File: src/rtl/uart_rx_ctrl.sv
`default_nettype none
// ============================================================================
// Module      : uart_rx_ctrl
// Description : UART receive controller: edge-detected byte capture into a
//               small FIFO, memory-mapped RXD/CON registers and level irq.
// Revision    : 1.0 - initial release
// ============================================================================
module uart_rx_ctrl #(
    parameter int          DEPTH    = 4,
    parameter logic [31:0] ADDR_RXD = 32'h4000001C,
    parameter logic [31:0] ADDR_CON = 32'h40000020
) (
    input  logic        clk,
    input  logic        reset,
    input  logic        rx_status,
    input  logic [7:0]  rx_data,
    input  logic [31:0] addr,
    input  logic        rd,
    input  logic        wr,
    input  logic [31:0] wdata,
    output logic [31:0] rdata,
    output logic        irq
);

    localparam int                 c_PTR_W = $clog2(DEPTH);
    localparam int                 c_CNT_W = c_PTR_W + 1;
    localparam logic [c_CNT_W-1:0] c_FULL  = c_CNT_W'(DEPTH);

    logic [7:0]         r_fifo [DEPTH];
    logic [c_PTR_W-1:0] r_wr_ptr;
    logic [c_PTR_W-1:0] r_rd_ptr;
    logic [c_CNT_W-1:0] r_count;
    logic               r_rx_status_d;
    logic               r_overrun;
    logic               r_int_en;

    logic               w_empty;
    logic               w_full;
    logic               w_push;
    logic               w_rd_rxd;
    logic               w_rd_con;
    logic               w_wr_con;
    logic               w_pop;
    logic               w_accept;
    logic               w_overrun_evt;
    logic [4:0]         w_count_ext;
    logic [2:0]         w_count_sat;
    logic               w_unused;

    assign w_empty       = (r_count == '0);
    assign w_full        = (r_count == c_FULL);
    assign w_push        = rx_status & ~r_rx_status_d;
    assign w_rd_rxd      = rd & (addr == ADDR_RXD);
    assign w_rd_con      = rd & (addr == ADDR_CON);
    assign w_wr_con      = wr & (addr == ADDR_CON);
    assign w_pop         = w_rd_rxd & ~w_empty;
    // A full FIFO still takes a byte when the head leaves in the same cycle.
    assign w_accept      = w_push & (~w_full | w_pop);
    assign w_overrun_evt = w_push & w_full & ~w_pop;
    assign w_count_ext   = 5'(r_count);
    assign w_count_sat   = (w_count_ext > 5'd7) ? 3'd7 : w_count_ext[2:0];
    assign w_unused      = ^{wdata[31:3], wdata[1]};

    always_ff @(posedge clk) begin
        if (reset) begin
            r_wr_ptr      <= '0;
            r_rd_ptr      <= '0;
            r_count       <= '0;
            r_overrun     <= 1'b0;
            r_int_en      <= 1'b0;
            r_rx_status_d <= 1'b1;
        end else begin
            r_rx_status_d <= rx_status;
            if (w_accept) begin
                r_wr_ptr <= r_wr_ptr + 1'b1;
            end
            if (w_pop) begin
                r_rd_ptr <= r_rd_ptr + 1'b1;
            end
            case ({w_accept, w_pop})
                2'b10:   r_count <= r_count + 1'b1;
                2'b01:   r_count <= r_count - 1'b1;
                default: r_count <= r_count;
            endcase
            if (w_wr_con) begin
                r_int_en <= wdata[0];
            end
            // A new overrun outranks a simultaneous write-1-to-clear.
            if (w_overrun_evt) begin
                r_overrun <= 1'b1;
            end else if (w_wr_con && wdata[2]) begin
                r_overrun <= 1'b0;
            end
        end
    end

    always_ff @(posedge clk) begin
        if (!reset && w_accept) begin
            r_fifo[r_wr_ptr] <= rx_data;
        end
    end

    always_comb begin
        rdata = 32'b0;
        if (w_rd_rxd && !w_empty) begin
            rdata = {24'b0, r_fifo[r_rd_ptr]};
        end else if (w_rd_con) begin
            rdata = {26'b0, w_count_sat, r_overrun, ~w_empty, r_int_en};
        end
    end

    assign irq = r_int_en & ~w_empty;

endmodule
`default_nettype wire

File: config.mk
export PLATFORM = sky130hd
export DESIGN_NAME = uart_rx_ctrl
export DESIGN_NICKNAME = d
export VERILOG_FILES = /design/src/rtl/uart_rx_ctrl.sv
export SDC_FILE = /design/constraint.sdc
export NUM_CORES = 1
export LEC_CHECK = 0
export CORE_ASPECT_RATIO = 1.1
export CORE_MARGIN = 2
export CORE_UTILIZATION = 42
export CTS_BUF_LIST = sky130_fd_sc_hd__clkbuf_4 sky130_fd_sc_hd__clkbuf_8
export CTS_CLUSTER_SIZE = 28
export DETAILED_ROUTE_END_ITERATION = 8
export HOLD_SLACK_MARGIN = 0.15
export PLACE_DENSITY = 0.83
export SYNTH_ARGS = -nofsm -noshare
export SYNTH_HDL_FRONTEND = slang
export SYNTH_SLANG_ARGS = --single-unit
File: constraint.sdc
create_clock -name clk -period 4 [get_ports clk]
set_input_delay 0.8 -clock clk [delete_from_list [all_inputs] [get_ports clk]]
set_output_delay 0.8 -clock clk [all_outputs]
set_load 0.02 [all_outputs]
==> results of run 1 <==
worst max-delay path, delay by kind of cell:
kind	cells	cell delay [ns]
simple gates	3	0.91
compound gates	1	0.14
buf+inv	3	1.19
worst max path at each step:
| stage | startpoint | endpoint | slack (ns) |
|---|---|---|---|
| after floorplan | addr[8] | r_count[2] | 0.93 |
| after global placement | addr[16] | rdata[4] | 0.06 |
| after detailed placement | addr[16] | rdata[1] | 0.02 |
| after CTS | addr[16] | rdata[4] | 0.01 |
| after global routing | addr[16] | rdata[5] | 0.02 |
| final | addr[8] | rdata[5] | 0.16 |
cell families (layout without fill, tap and decap cells):
family / after synthesis / count (layout) / share of synthesized area, %
muxes: 16 / 16 / 12.5
DFF: 44 / 44 / 53.9
AOI/OAI and AO/OA: 11 / 11 / 3.26
xor gates and xnor gates: 1 / 1 / 0.393
buffers and inverters: 38 / 73 / 10.5
adders and majority gates: 5 / 5 / 3.14
and+or+nand+nor: 52 / 52 / 16.2
other: 1 / 24 / 0.168
placed cells by master (no fill, tap or decap), types with 2 or more instances in the layout:
| cell type | n |
|---|---|
| a21oi_1 | 2 |
| a22o_1 | 3 |
| and2_1 | 6 |
| and3_1 | 2 |
| clkbuf_8 | 5 |
| clkdlybuf4s50_1 | 52 |
| conb_1 | 24 |
| dfxtp_1 | 12 |
| dlymetal6s2s_1 | 3 |
| edfxtp_1 | 32 |
| ha_1 | 4 |
| inv_1 | 9 |
| mux2_2 | 2 |
| mux2_4 | 3 |
| mux2i_1 | 3 |
| mux4_2 | 8 |
| nand2_1 | 8 |
| nand4_1 | 2 |
| nor2_1 | 11 |
| nor2b_1 | 2 |
| nor4_2 | 6 |
| nor4_4 | 2 |
| o21ai_0 | 4 |
| or3_1 | 2 |
sequential cells by signal, indices dropped and copies added, names as in the netlist, named ones only:
name,flops
r_fifo,32
r_count,3
r_rd_ptr,2
r_wr_ptr,2
r_int_en,1
r_overrun,1
r_rx_status_d,1
routing by layer:
metal | vias to the layer above | share of wire [%] | wire length (um)
li1 | 674 | - | -
met1 | 666 | 40 | 1670
met2 | 65 | 51 | 2110
met3 | 2 | 8.2 | 338
met4 | 0 | 0.56 | 23
met5 | - | 0 | 0
synth_stat cells:
library cell  instances
edfxtp_1             32
buf_4                24
dfxtp_1              12
nor2_1               11
inv_1                 9
mux4_2                8
nand2_1               8
nor4_2                7
and2_1                6
ha_1                  4
o21ai_0               4
a22o_1                3
clkbuf_1              3
mux2_4                3
mux2i_1               3
a21oi_1               2
and3_1                2
mux2_2                2
nand4_1               2
nor2b_1               2
or3_1                 2
a211oi_1              1
a31o_1                1
and3_2                1
and4_1                1
buf_1                 1
buf_2                 1
conb_1                1
fa_1                  1
nand2b_1              1
nand3_1               1
nand3_2               1
nor3_1                1
nor3_2                1
nor4_4                1
nor4b_1               1
nor4b_2               1
or2_2                 1
or4b_1                1
xnor2_1               1
layout make-up:
cell class	instances	area share (%)
flip-flops and latches	44	41.8
multi-input cells	109	30.9
inverters	9	1.18
clock buffers	5	2.40
repair buffers	56	19.7
clock inverters	3	1.48
well taps	58	2.53
stage by stage:
step,hold slack (ns),instance area [sq um]
2_1_floorplan,0.450,2310
3_3_place_gp,0.464,2750
3_5_place_dp,0.481,2750
4_1_cts,0.496,2860
5_1_grt,0.524,2870
6_report,0.494,2870
power by group through the flow:
stage / combinational [mW] / clock [mW] / sequential (mW)
floorplan: 0.0555 / 0 / 0.504
global placement: 0.0926 / 0 / 0.504
detailed placement: 0.0940 / 0 / 0.504
CTS: 0.0943 / 0.340 / 0.494
global route: 0.102 / 0.355 / 0.494
finish: 0.0944 / 0.331 / 0.494
==> impl_table.tex, run 1 <==
\begin{tabular}{lr}
\hline
Metric & Value \\
\hline
\multicolumn{2}{l}{\textbf{Outcome}} \\
\quad Outcome & finished clean \\
\multicolumn{2}{l}{\textbf{Layout}} \\
\quad Sequential cell area & 0.00120 sq mm \\
\quad Area of combinational cells with multiple inputs & 888 sq um \\
\quad Area added between synthesis and finish & 28.9\% \\
\quad Number of antenna repair diodes & 0 \\
\quad Number of standard cells in the layout, taps in and fillers out & 284 \\
\quad Number of nets in the layout & 307 \\
\quad Post-layout util & 56.7\% \\
\quad Filler instances & 413 \\
\quad Proportion of layout cells with a drive suffix above 1 & 15.5\% \\
\multicolumn{2}{l}{\textbf{Worst hold path}} \\
\quad Hold path endpoint & r\_overrun \\
\quad Source of the worst hold timing path & r\_overrun \\
\quad Tightest Hold Check Type & reg2reg \\
\quad Hold Path Cell Cnt & 1 \\
\multicolumn{2}{l}{\textbf{Power and ir drop}} \\
\quad Switching power as a share of total power & 21.1\% \\
\quad Ratio of total power to cell area & 320 mW/mm\^{}2 \\
\quad Total power after layout & 0.919 mW \\
\quad Pint & 0.726 mW \\
\quad Sequential power share & 53.7\% \\
\quad Comb power frac & 10.3\% \\
\quad Maximum ir drop on the vdd rail & 0.000319 V \\
\quad Sw Pwr & 0.194 mW \\
\quad Part of the power in the clock network & 36.0\% \\
\quad Leak pwr & 1.05 nW \\
\multicolumn{2}{l}{\textbf{Global route}} \\
\quad Met1 track demand over resource & 17.3\% \\
\quad Met3 Resource Use GR & 4.14\% \\
\quad Initial antenna violation count & 0 \\
\quad Vias in the first global route & 1,393 \\
\quad Maximum number of pins on one net before global-route repair & 17 \\
\quad Grt met2 use & 26.3\% \\
\quad Gr usage total & 14.8\% \\
\quad Remaining Overflow, GRT & 0 \\
\quad First-pass GRT wire length & 6510 um \\
\quad Busiest grt layer & met2 \\
\multicolumn{2}{l}{\textbf{Floorplanning}} \\
\quad Total Die Area & 0.00591 sq mm \\
\quad Area of the core region & 0.00507 sq mm \\
\quad X dimension of the die & 73.5 um \\
\quad Initial core utilization & 44.0\% \\
\quad Standard-cell row count & 27 \\
\quad Die height & 80.4 um \\
\quad Number of primary I/O pins & 110 \\
\multicolumn{2}{l}{\textbf{Worst setup path}} \\
\quad Nature of the critical path endpoint & primary output \\
\quad Worst Reg-to-Reg Cells & 8 \\
\quad Max FO, Critical Path & 3 \\
\quad R2r setup slk & 1.42 ns \\
\quad Worst Setup Path Type & in2out \\
\quad Element type at the critical path start & input pin \\
\quad Critical register-to-register path endpoint & r\_count[2] \\
\quad R2R Path Start & r\_count[2] \\
\quad Data required time of the worst path & 3.20 ns \\
\quad Data arrival, critical path & 3.04 ns \\
\quad Crit path cell chain & clkdlybuf4s50\_1, nor4\_2, nand4\_1, nor4\_4, buf\_4, a22o\_1, clkdlybuf4s50\_1 \\
\quad Slowest library cell on the worst path & clkdlybuf4s50\_1 \\
\quad Largest stage delay on the critical path & 0.61 ns \\
\quad Most common cell type on the critical path & clkdlybuf4s50\_1 \\
\multicolumn{2}{l}{\textbf{Placed design}} \\
\quad Post-placement cell count & 276 \\
\quad Worst slack at placement & 0.0216 ns \\
\quad Hpwl dp & 3110 um \\
\quad Weighted congestion reported at the end of routability-driven placement & 0.797 \\
\quad PortBufs & 55 \\
\multicolumn{2}{l}{\textbf{Clock network}} \\
\quad Clock transition at the registers of the reported paths & 0.08 ns \\
\quad H-tree depth reported by CTS & 2 \\
\quad Clock Tree Root & clkbuf\_8 \\
\quad Number of post-CTS setup repair buffers & 0 \\
\quad Clock latency reported for the late side of the worst-skew pair & 0.29 ns \\
\quad Number of gates resized after cts & 0 \\
\quad Longest Clk Path Bufs & 2 \\
\quad CTS tree & built \\
\quad Hold-fix buffers at CTS & 0 \\
\quad Number of clock sinks & 44 \\
\quad Number of CTS-inserted buffers & 5 \\
\multicolumn{2}{l}{\textbf{Timing}} \\
\quad Number of endpoints with negative hold slack in the final report & 0 \\
\quad Period utilization & 96.0\% \\
\quad Highest achievable clock rate & 261 MHz \\
\quad Minimum clock period after layout & 3.84 ns \\
\quad Transition time of the tightest slew-check pin & 0.529 ns \\
\quad Remaining max-slew budget at the tightest pin & 64.6\% \\
\quad Setup violators final & 0 \\
\quad Final Max Tran Viols & 0 \\
\quad Least setup slack across all paths after layout & 0.162 ns \\
\quad RSZ-0062 raised after global routing & no \\
\quad Clock Skews & 0.00774 ns \\
\quad Setup tns final & 0 ns \\
\multicolumn{2}{l}{\textbf{Routing}} \\
\quad Count of nets left with antenna violations after detail routing & 0 \\
\quad Via Count & 1,407 \\
\quad Total Wirelength & 4140 um \\
\quad Routed length per placed instance & 14.6 um \\
\quad Post-detailed-route DRC marker count & 0 \\
\quad Routed vias/inst & 4.95 \\
\quad Starting DRC count in detailed routing & 92 \\
\quad Detailed-routing iteration count for the pre-antenna-repair pass & 4 \\
\multicolumn{2}{l}{\textbf{Synthesis}} \\
\quad Dominant cells by area after synthesis & edfxtp\_1 43\%, dfxtp\_1 11\%, buf\_4 8.1\% \\
\quad Number of cells produced by synthesis & 168 \\
\quad Unique masters post-synth & 40 \\
\quad Library cell occupying the most area in the post-synthesis netlist & edfxtp\_1 \\
\quad Seq/Total Area, Yosys & 53.9\% \\
\quad Synthesized area per cell & 13.3 sq um \\
\quad Number of warnings printed during yosys synthesis & 0 \\
\quad Summed instance area of the synthesized netlist & 0.00223 sq mm \\
\quad Flip-flop and latch count after synthesis & 44 \\
\quad Proportion of netlist area held by the largest area contributor & 43.1\% \\
\multicolumn{2}{l}{\textbf{Job}} \\
\quad Max Cap Viol & 0 \\
\hline
\end{tabular}
(Power assumes the default switching activity.)
==> run 2, diff against run 1 <==
--- a/config.mk
+++ b/config.mk
@@ -9,10 +9,11 @@
 export CORE_MARGIN = 2
 export CORE_UTILIZATION = 42
 export CTS_BUF_LIST = sky130_fd_sc_hd__clkbuf_4 sky130_fd_sc_hd__clkbuf_8
-export CTS_CLUSTER_SIZE = 28
 export DETAILED_ROUTE_END_ITERATION = 8
 export HOLD_SLACK_MARGIN = 0.15
+export MAX_ROUTING_LAYER = met4
 export PLACE_DENSITY = 0.83
+export RECOVER_POWER = 100
 export SYNTH_ARGS = -nofsm -noshare
 export SYNTH_HDL_FRONTEND = slang
 export SYNTH_SLANG_ARGS = --single-unit
==> run 2 against run 1 <==
  * Routed wire length up 0.34%
  * Via count up 0.14%
  * Sequential share of layout area up 0.80 points
  * Critical endpoint unchanged
==> impl_table.tex, run 2 (synthesized netlist as in run 1, its figures left out) <==
\begin{tabular}{lr}
\hline
Metric & Value \\
\hline
\multicolumn{2}{l}{\textbf{Floorplanning}} \\
\quad Area of the core region & 0.00507 sq mm \\
\quad Standard-cell row count & 27 \\
\quad Initial core utilization & 44.0\% \\
\quad Number of primary I/O pins & 110 \\
\quad Total Die Area & 0.00591 sq mm \\
\quad Die height & 80.4 um \\
\quad X dimension of the die & 73.5 um \\
\multicolumn{2}{l}{\textbf{Clock network}} \\
\quad Hold-fix buffers at CTS & 0 \\
\quad CTS tree & built \\
\quad Clock transition at the registers of the reported paths & 0.08 ns \\
\quad Number of CTS-inserted buffers & 5 \\
\quad Clock Tree Root & clkbuf\_8 \\
\quad Number of post-CTS setup repair buffers & 0 \\
\quad Clock latency reported for the late side of the worst-skew pair & 0.29 ns \\
\quad Number of gates resized after cts & 0 \\
\quad H-tree depth reported by CTS & 2 \\
\quad Number of clock sinks & 44 \\
\quad Longest Clk Path Bufs & 2 \\
\multicolumn{2}{l}{\textbf{Power and ir drop}} \\
\quad Maximum ir drop on the vdd rail & 0.000318 V \\
\quad Ratio of total power to cell area & 326 mW/mm\^{}2 \\
\quad Total power after layout & 0.919 mW \\
\quad Leak pwr & 0.982 nW \\
\multicolumn{2}{l}{\textbf{Layout}} \\
\quad Number of nets in the layout & 307 \\
\quad Largest register FFs & 32 \\
\quad Number of antenna repair diodes & 0 \\
\quad Most common cell after layout, fill and taps aside & clkdlybuf4s50\_1 \\
\quad Post-layout util & 55.6\% \\
\quad Commonest non-fill, non-tap cells in the layout & 40 x clkdlybuf4s50\_1, 32 x edfxtp\_1, 24 x conb\_1, 12 x dfxtp\_1, 12 x dlygate4sd3\_1 \\
\quad Proportion of layout cells with a drive suffix above 1 & 13.7\% \\
\quad Largest Register & r\_fifo \\
\quad Largest regs & r\_fifo (32), r\_count (3) \\
\quad Area added between synthesis and finish & 26.5\% \\
\multicolumn{2}{l}{\textbf{Routing}} \\
\quad Via Count & 1,409 \\
\quad Starting DRC count in detailed routing & 98 \\
\quad Post-detailed-route DRC marker count & 0 \\
\quad Routed length per placed instance & 14.6 um \\
\quad Count of nets left with antenna violations after detail routing & 0 \\
\quad Total Wirelength & 4150 um \\
\quad Routed vias/inst & 4.96 \\
\quad Detailed-routing iteration count for the pre-antenna-repair pass & 4 \\
\multicolumn{2}{l}{\textbf{Worst hold path}} \\
\quad Hold Path Cell Cnt & 1 \\
\quad Tightest Hold Check Type & reg2reg \\
\multicolumn{2}{l}{\textbf{Outcome}} \\
\quad Outcome & finished clean \\
\multicolumn{2}{l}{\textbf{Global route}} \\
\quad Maximum number of pins on one net before global-route repair & 17 \\
\quad First-pass GRT wire length & 6510 um \\
\quad Gr usage total & 15.2\% \\
\quad Initial antenna violation count & 0 \\
\quad Vias in the first global route & 1,391 \\
\quad Remaining Overflow, GRT & 0 \\
\multicolumn{2}{l}{\textbf{Worst setup path}} \\
\quad Element type at the critical path start & input pin \\
\quad Data arrival, critical path & 3.06 ns \\
\quad Data required time of the worst path & 3.20 ns \\
\quad Worst Reg-to-Reg Cells & 8 \\
\quad Max FO, Critical Path & 3 \\
\quad Worst Setup Path Type & in2out \\
\quad R2r setup slk & 1.43 ns \\
\quad Nature of the critical path endpoint & primary output \\
\multicolumn{2}{l}{\textbf{Timing}} \\
\quad Number of endpoints with negative hold slack in the final report & 0 \\
\quad Setup tns final & 0 ns \\
\quad Clock Skews & 0.00697 ns \\
\quad Final Max Tran Viols & 0 \\
\quad Period utilization & 96.4\% \\
\quad Setup violators final & 0 \\
\quad RSZ-0062 raised after global routing & no \\
\quad Hold Slack & 0.494 ns \\
\quad Minimum clock period after layout & 3.86 ns \\
\quad Highest achievable clock rate & 259 MHz \\
\quad Transition time of the tightest slew-check pin & 0.653 ns \\
\quad Remaining max-slew budget at the tightest pin & 56.5\% \\
\multicolumn{2}{l}{\textbf{Placed design}} \\
\quad Hpwl dp & 3110 um \\
\quad Weighted congestion reported at the end of routability-driven placement & 0.809 \\
\quad PortBufs & 55 \\
\multicolumn{2}{l}{\textbf{Job}} \\
\quad Max Cap Viol & 0 \\
\hline
\end{tabular}
run 2: layout make-up:
type	instances	area, sq um
clock buffers	5	68.8
clock inverters	3	42.5
fillers	425	2250
inverters	9	33.8
multi-input cells	109	861
flip-flops and latches	44	1200
well taps	58	72.6
repair buffers	56	539
run 2: path summary, 6_finish.rpt:
path               from         end
max reg2reg  r_count[2]  r_count[2]
min           r_overrun   r_overrun
min reg2reg   r_overrun   r_overrun
max             addr[8]    rdata[5]
run 2: metrics by stage:
step	instances	setup WS, ns	cell area, sq um
3_5_place_dp	276	0.0216	2750
5_1_grt	284	0.0199	2820
3_3_place_gp	276	0.0573	2750
4_1_cts	284	0.0125	2860
2_1_floorplan	191	0.933	2310
6_report	284	0.144	2820
run 2: critical path, stage by stage:
cell	delay [ns]
clkdlybuf4s50_1	0.41
nor4_2	0.33
nand4_1	0.18
nor4_2	0.39
buf_4	0.19
a22o_1	0.14
clkdlybuf4s50_1	0.61
run 2: routing by layer:
metal  up-vias  global-route usage (%)  wire length, um  share of wire (%)
li1        673                       -                -                  -
met1       669                    17.5             1710                 41
met2        65                    26.3             2090                 50
met3         2                    3.89              325                7.8
met4         0                    3.82               23               0.55
met5         -                       -                0                  0
run 2: where the power goes:
group | total (mW) | switching (mW) | leakage [nW] | internal, mW
combinational | 0.0915 | 0.0448 | 0.542 | 0.0467
sequential | 0.494 | 0.00187 | 0.385 | 0.492
clock | 0.334 | 0.149 | 0.0541 | 0.185
